## src/rtl/vend_pkg.sv

```systemverilog
// Shared vending types: money width, coin denominations and the
// change-dispenser state encoding.
package vend_pkg;

   localparam int N_DENOM = 6;

   typedef logic [15:0] money_t;
   typedef logic [2:0]  denom_t;

   typedef enum logic [1:0] {
      S_IDLE,
      S_SELECT,
      S_ISSUE,
      S_FINISH
   } state_t;

   // Coin value in cents, largest first so index order is greedy order.
   function automatic money_t coin_value(input denom_t d);
      money_t v;
      case (d)
         3'd0:    v = 16'd500;
         3'd1:    v = 16'd100;
         3'd2:    v = 16'd25;
         3'd3:    v = 16'd10;
         3'd4:    v = 16'd5;
         3'd5:    v = 16'd1;
         default: v = 16'd0;
      endcase
      return v;
   endfunction

endpackage

```

## src/rtl/coin_inventory.sv

```systemverilog
// Per-denomination coin counters with saturating refill and a
// single decrement port driven by the hopper handshake.
module coin_inventory
   import vend_pkg::*;
#(
   parameter int INIT_COUNT = 20,
   parameter int CNT_W      = 8
) (
   input  logic                             clk,
   input  logic                             reset,
   input  logic                             refill,
   input  denom_t                           refill_denom,
   input  logic [7:0]                       refill_cnt,
   input  logic                             dec,
   input  denom_t                           dec_denom,
   output logic [N_DENOM-1:0][CNT_W-1:0]    counts,
   output logic [N_DENOM-1:0]               nonzero
);

   localparam int SW = CNT_W + 9;
   localparam logic [SW-1:0] MAX =
      {{(SW-CNT_W){1'b0}}, {CNT_W{1'b1}}};

   logic [SW-1:0]                   sum [N_DENOM];
   logic [N_DENOM-1:0][CNT_W-1:0]   nxt;

   // Refill and take can hit the same counter in one cycle; they
   // combine before saturation so neither is lost.
   always_comb begin
      nxt = counts;
      for (int i = 0; i < N_DENOM; i++) begin
         sum[i] = SW'(counts[i]);
         if (refill && refill_denom == denom_t'(i))
            sum[i] = sum[i] + SW'(refill_cnt);
         if (dec && dec_denom == denom_t'(i) && counts[i] != '0)
            sum[i] = sum[i] - SW'(1);
         nxt[i] = (sum[i] > MAX) ? MAX[CNT_W-1:0]
                                 : sum[i][CNT_W-1:0];
      end
   end

   always_comb begin
      nonzero = '0;
      for (int i = 0; i < N_DENOM; i++)
         nonzero[i] = (counts[i] != '0);
   end

   always_ff @(posedge clk) begin
      if (reset) begin
         for (int i = 0; i < N_DENOM; i++)
            counts[i] <= CNT_W'(INIT_COUNT);
      end else begin
         counts <= nxt;
      end
   end

endmodule

```

## src/rtl/change_dispenser.sv

```systemverilog
// Pays a change amount one coin at a time to the hopper, greedy by
// value and limited by the coin inventory; reports any shortfall.
module change_dispenser
   import vend_pkg::*;
#(
   parameter int INIT_COUNT = 20,
   parameter int CNT_W      = 8
) (
   input  logic        CLK,
   input  logic        I_RESET,
   input  logic        I_LOAD,
   input  logic [15:0] I_AMOUNT,
   input  logic        I_COIN_ACK,
   input  logic        I_REFILL,
   input  logic [2:0]  I_REFILL_DENOM,
   input  logic [7:0]  I_REFILL_CNT,
   output logic        O_COIN_VALID,
   output logic [2:0]  O_COIN_DENOM,
   output logic        O_BUSY,
   output logic        O_DONE,
   output logic [15:0] O_SHORT,
   output logic        O_ERROR
);

   state_t                        state;
   money_t                        remaining;
   denom_t                        pick;
   logic                          found;
   logic                          take;
   logic [N_DENOM-1:0]            nonzero;
   logic [N_DENOM-1:0][CNT_W-1:0] counts;

   assign take = (state == S_ISSUE) && I_COIN_ACK;

   coin_inventory #(
      .INIT_COUNT (INIT_COUNT),
      .CNT_W      (CNT_W)
   ) u_inv (
      .clk          (CLK),
      .reset        (I_RESET),
      .refill       (I_REFILL),
      .refill_denom (I_REFILL_DENOM),
      .refill_cnt   (I_REFILL_CNT),
      .dec          (take),
      .dec_denom    (O_COIN_DENOM),
      .counts       (counts),
      .nonzero      (nonzero)
   );

   // Scan downward so the lowest (largest-value) index wins.
   always_comb begin
      pick  = '0;
      found = 1'b0;
      for (int i = N_DENOM - 1; i >= 0; i--) begin
         if (nonzero[i] &&
             coin_value(denom_t'(i)) <= remaining) begin
            pick  = denom_t'(i);
            found = 1'b1;
         end
      end
   end

   always_ff @(posedge CLK) begin
      if (I_RESET) begin
         state        <= S_IDLE;
         remaining    <= '0;
         O_COIN_DENOM <= '0;
         O_SHORT      <= '0;
         O_ERROR      <= 1'b0;
      end else begin
         unique case (state)
            S_IDLE: begin
               if (I_LOAD) begin
                  remaining <= I_AMOUNT;
                  O_SHORT   <= '0;
                  O_ERROR   <= 1'b0;
                  state     <= S_SELECT;
               end
            end
            S_SELECT: begin
               if (remaining == '0) begin
                  state <= S_FINISH;
               end else if (found) begin
                  O_COIN_DENOM <= pick;
                  state        <= S_ISSUE;
               end else begin
                  O_SHORT <= remaining;
                  O_ERROR <= 1'b1;
                  state   <= S_FINISH;
               end
            end
            S_ISSUE: begin
               if (I_COIN_ACK) begin
                  remaining <= remaining -
                               coin_value(O_COIN_DENOM);
                  state     <= S_SELECT;
               end
            end
            S_FINISH: state <= S_IDLE;
            default:  state <= S_IDLE;
         endcase
      end
   end

   assign O_COIN_VALID = (state == S_ISSUE);
   assign O_DONE       = (state == S_FINISH);
   assign O_BUSY       = (state != S_IDLE);

endmodule
```

## config.mk

```make
export PLATFORM = sky130hd
export DESIGN_NAME = change_dispenser
export DESIGN_NICKNAME = d
export VERILOG_FILES = /design/src/rtl/vend_pkg.sv /design/src/rtl/coin_inventory.sv /design/src/rtl/change_dispenser.sv
export SDC_FILE = /design/constraint.sdc
export NUM_CORES = 1
export LEC_CHECK = 0
export BUFFER_PORTS_ARGS = -buffer_cell sky130_fd_sc_hd__buf_4
export CAP_MARGIN = 40
export CORE_MARGIN = 2
export CORE_UTILIZATION = 50
export DETAILED_ROUTE_END_ITERATION = 12
export PLACE_DENSITY = 0.8
export SKIP_CTS_REPAIR_TIMING = 1
export SYNTH_ARGS = -nofsm -noshare
export SYNTH_HDL_FRONTEND = slang
export SYNTH_SLANG_ARGS = --single-unit
```

## constraint.sdc

```tcl
create_clock -name CLK -period 5.04 [get_ports CLK]
set_clock_uncertainty 0.15 [all_clocks]
set_input_delay 1.008 -clock CLK [delete_from_list [all_inputs] [get_ports CLK]]
set_output_delay 1.008 -clock CLK [all_outputs]
set_load 0.1 [all_outputs]
```

==> run metrics <==
outcome=finished clean; Reg area=0.001722 mm²; post-synth top area share=21.96%; Worst-path clk slew=0.08 ns; R2R depth=17; mean area per synthesized cell=7.870 µm²; Yosys cell types=89; Placed Cells=roughly 1200; Total Wirelength=20490 µm; H-tree Lvls=3; IO Count=55; drt drc=0; FF+latch count, synth=86; Min Hold Slack=0.3170 ns; CTS root buffer=clkbuf_16; Power, Total=0.002114 W; kind of critical path=input pin to flip-flop; Clock Latency Late Sink=0.36 ns; final core utilization=57.16%; Final nets=roughly 1100; most common cell in the netlist=nand2_1; number of flops mapped to enable cells by yosys=0; fmax=0.2408 GHz; worst hold start=O_SHORT[4]; Finished Layout Cells=1247; Critical Path End Type=flip-flop; cell taking the most area after synthesis=dfxtp_1; grt total ovfl=0; GPL Wtd Cong=slightly below 0.9; WHS Endpoint=O_SHORT[4]; Final Hold Fails=0; first-pass GRT wire length=~34000 µm; Port Buffers=54; DIE AREA=~0.017 mm²; CTS tree=yes; vias in the first global route=roughly 7000; Buf/Inv on CP=3; Die X=129.2 µm; Layout fillers=1400; Area Overhead vs Synth=11.27%; cells after synthesis=between 900 and 1000; Worst EP required=approximately 5.2 ns; wire per inst=16.43 µm; Die Y-Extent=between 100 and 150 µm; TritonCTS buffer count=9; Yosys Warn Count=0; average via count per standard cell=between 6 and 7; final worst path period share=82.40%; Max clock buf depth=2; pin count of the biggest net entering global routing=56; Worst R2R End=u_inv.counts[31]; Netlist Area Pre-Place=0.007839 mm²; Slew @ Worst Pin=0.6962 ns; Max Cap Viol=0; PwrDens=approximately 240 mW/mm²; setup TNS=0 ns; clock sinks=86; initial antenna violation count=0; TritonRoute pass-1 iters=5; leakage=3.356 nW; reg2reg start=u_inv.counts[24]; synthesized net count=1104; asr flop ratio synth=0%; First DRT Iteration DRCs=479; RSZ-0062 raised after global routing=no; Slowest cell on crit path=fa_1; most instantiated cells after synthesis=nand2_1, nor2_1, dfxtp_1; crit path launch type=input pin; peak fanout along the critical path=6; time the worst path needs with I/O delays and setup=4.153 ns; ranking of synthesized cells by area=dfxtp_1, ha_1, a21oi_1; post-DP HPWL=between 15000 and 20000 µm; Setup crit start=I_REFILL_CNT[0]; worst min-delay path class=flip-flop to flip-flop; Crit path largest cell delay=0.41 ns; share of cells above drive strength 1=13.61%; Slew headroom=53.50%; Final Max Slew Viols=0; total track usage=25.17%; crit-path cells=buf_4, ha_1, fa_1, a211o_1, and3_1, o21a_1, nor3_1, o2111ai_1, o31ai_1, nand2_1, nor2_1, ha_1, inv_1, o21ai_0, o21ai_0, inv_1, and4b_1, a311oi_1; R2R Setup Slk=between 1 and 1.5 ns; worst path arrival time=4.27 ns; via count=7611; Multi-input gate area=~0.0059 mm²; # diodes=0; hold depth=2; Starting Density=51.37%; core area=0.01526 mm²; final setup fails=0; Synth Flop Type=dfxtp_1; Crit path max-delay family=compound AO/OA/AOI/OAI gates; std cell rows=45; Worst VDD drop=0.1523 mV; Seq/Total Area, Yosys=21.96%; antenna-violating nets left=0
[worst max-delay path by stage]
stage	cells past startpoint	slack [ns]	to
3_5_place_dp	16	0.58	u_inv.counts[30]
4_1_cts	14	0.93	u_inv.counts[0]
2_1_floorplan	17	1.04	u_inv.counts[31]
3_3_place_gp	14	0.66	u_inv.counts[4]
6_report	18	0.89	u_inv.counts[31]
5_1_grt	17	0.59	u_inv.counts[26]
[cells in the final DEF, fill, tap and decap left out, drive strengths merged, types with 6 or more instances in the layout]
master / n
nand2: 92
nor2: 91
dfxtp: 86
a21oi: 80
o21ai: 76
ha: 69
buf: 63
nand3: 49
xor2: 31
nor3: 31
mux2i: 30
xnor2: 27
a211oi: 24
inv: 22
or2: 17
or3: 15
nor4: 13
nor3b: 13
nand2b: 12
a31oi: 12
o31ai: 12
nor2b: 11
o21a: 10
and3: 9
clkbuf: 9
and2: 8
nand4: 8
nand3b: 7
a21o: 7
or4: 7
o32ai: 7
fa: 7
mux2: 6
[kinds of logic (layout without fill, tap and decap cells)]
logic type	Yosys count	after routing	synth area share [%]
DFF	86	86	21.96
xor gates and xnor gates	58	58	6.480
AOI/OAI and AO/OA	289	289	24.90
adders and majority gates	76	76	12.80
buffers and inverters	56	96	3.001
and+or+nand+nor	395	395	26.16
muxes	36	36	4.693
[state kept, by name, indices dropped and copies added, names as in the netlist]
register      count
O_COIN_DENOM      3
O_ERROR           1
O_SHORT          16
remaining        16
state             2
u_inv.counts     48
[metal layers]
layer | vias to the layer above | GRT usage (%) | wire, µm
met5 | - | 0 | 0
met4 | 0 | 9.783 | 493
met1 | 3558 | 32.11 | 9503
met2 | 223 | 43.07 | 9409
met3 | 37 | 3.509 | 1083
li1 | 3793 | - | -
[through the flow]
stage	setup slack, ns	area (µm²)
after CTS	0.9346	8722
final	0.8873	8722
after global routing	0.5943	8722
after floorplan	1.045	7839
after global placement	0.6645	8409
after detailed placement	0.5792	8424
[worst register-to-register path, cell delays in order, from the launching register on]
cell and delay, ns:
dfxtp_1 0.34, ha_1 0.22, fa_1 0.41, a211o_1 0.29, and3_1 0.21, o21a_1 0.18
nor3_1 0.21, o2111ai_1 0.14, o31ai_1 0.17, nand2_1 0.11, nor2_1 0.11, ha_1 0.23
inv_1 0.05, o21ai_0 0.06, o21ai_0 0.19, inv_1 0.09, and4b_1 0.20, a311oi_1 0.23
[power by group]
| group | internal [W] | switching [W] |
|---|---|---|
| logic | 0.000255 | 0.000394 |
| registers | 0.000718 | 0.0000623 |
| clock network | 0.000351 | 0.000334 |
| total | 0.00132 | 0.000790 |
[final cells by class]
class | count | share of cell area [%]
Sequential cell | 86 | 19.74
Multi-Input combinational cell | 854 | 67.58
Inverter | 17 | 0.7316
Tap cell | 211 | 3.027
Clock buffer | 9 | 2.582
Timing Repair Buffer | 63 | 5.509
Clock inverter | 7 | 0.8320
(Power assumes the default switching activity.)
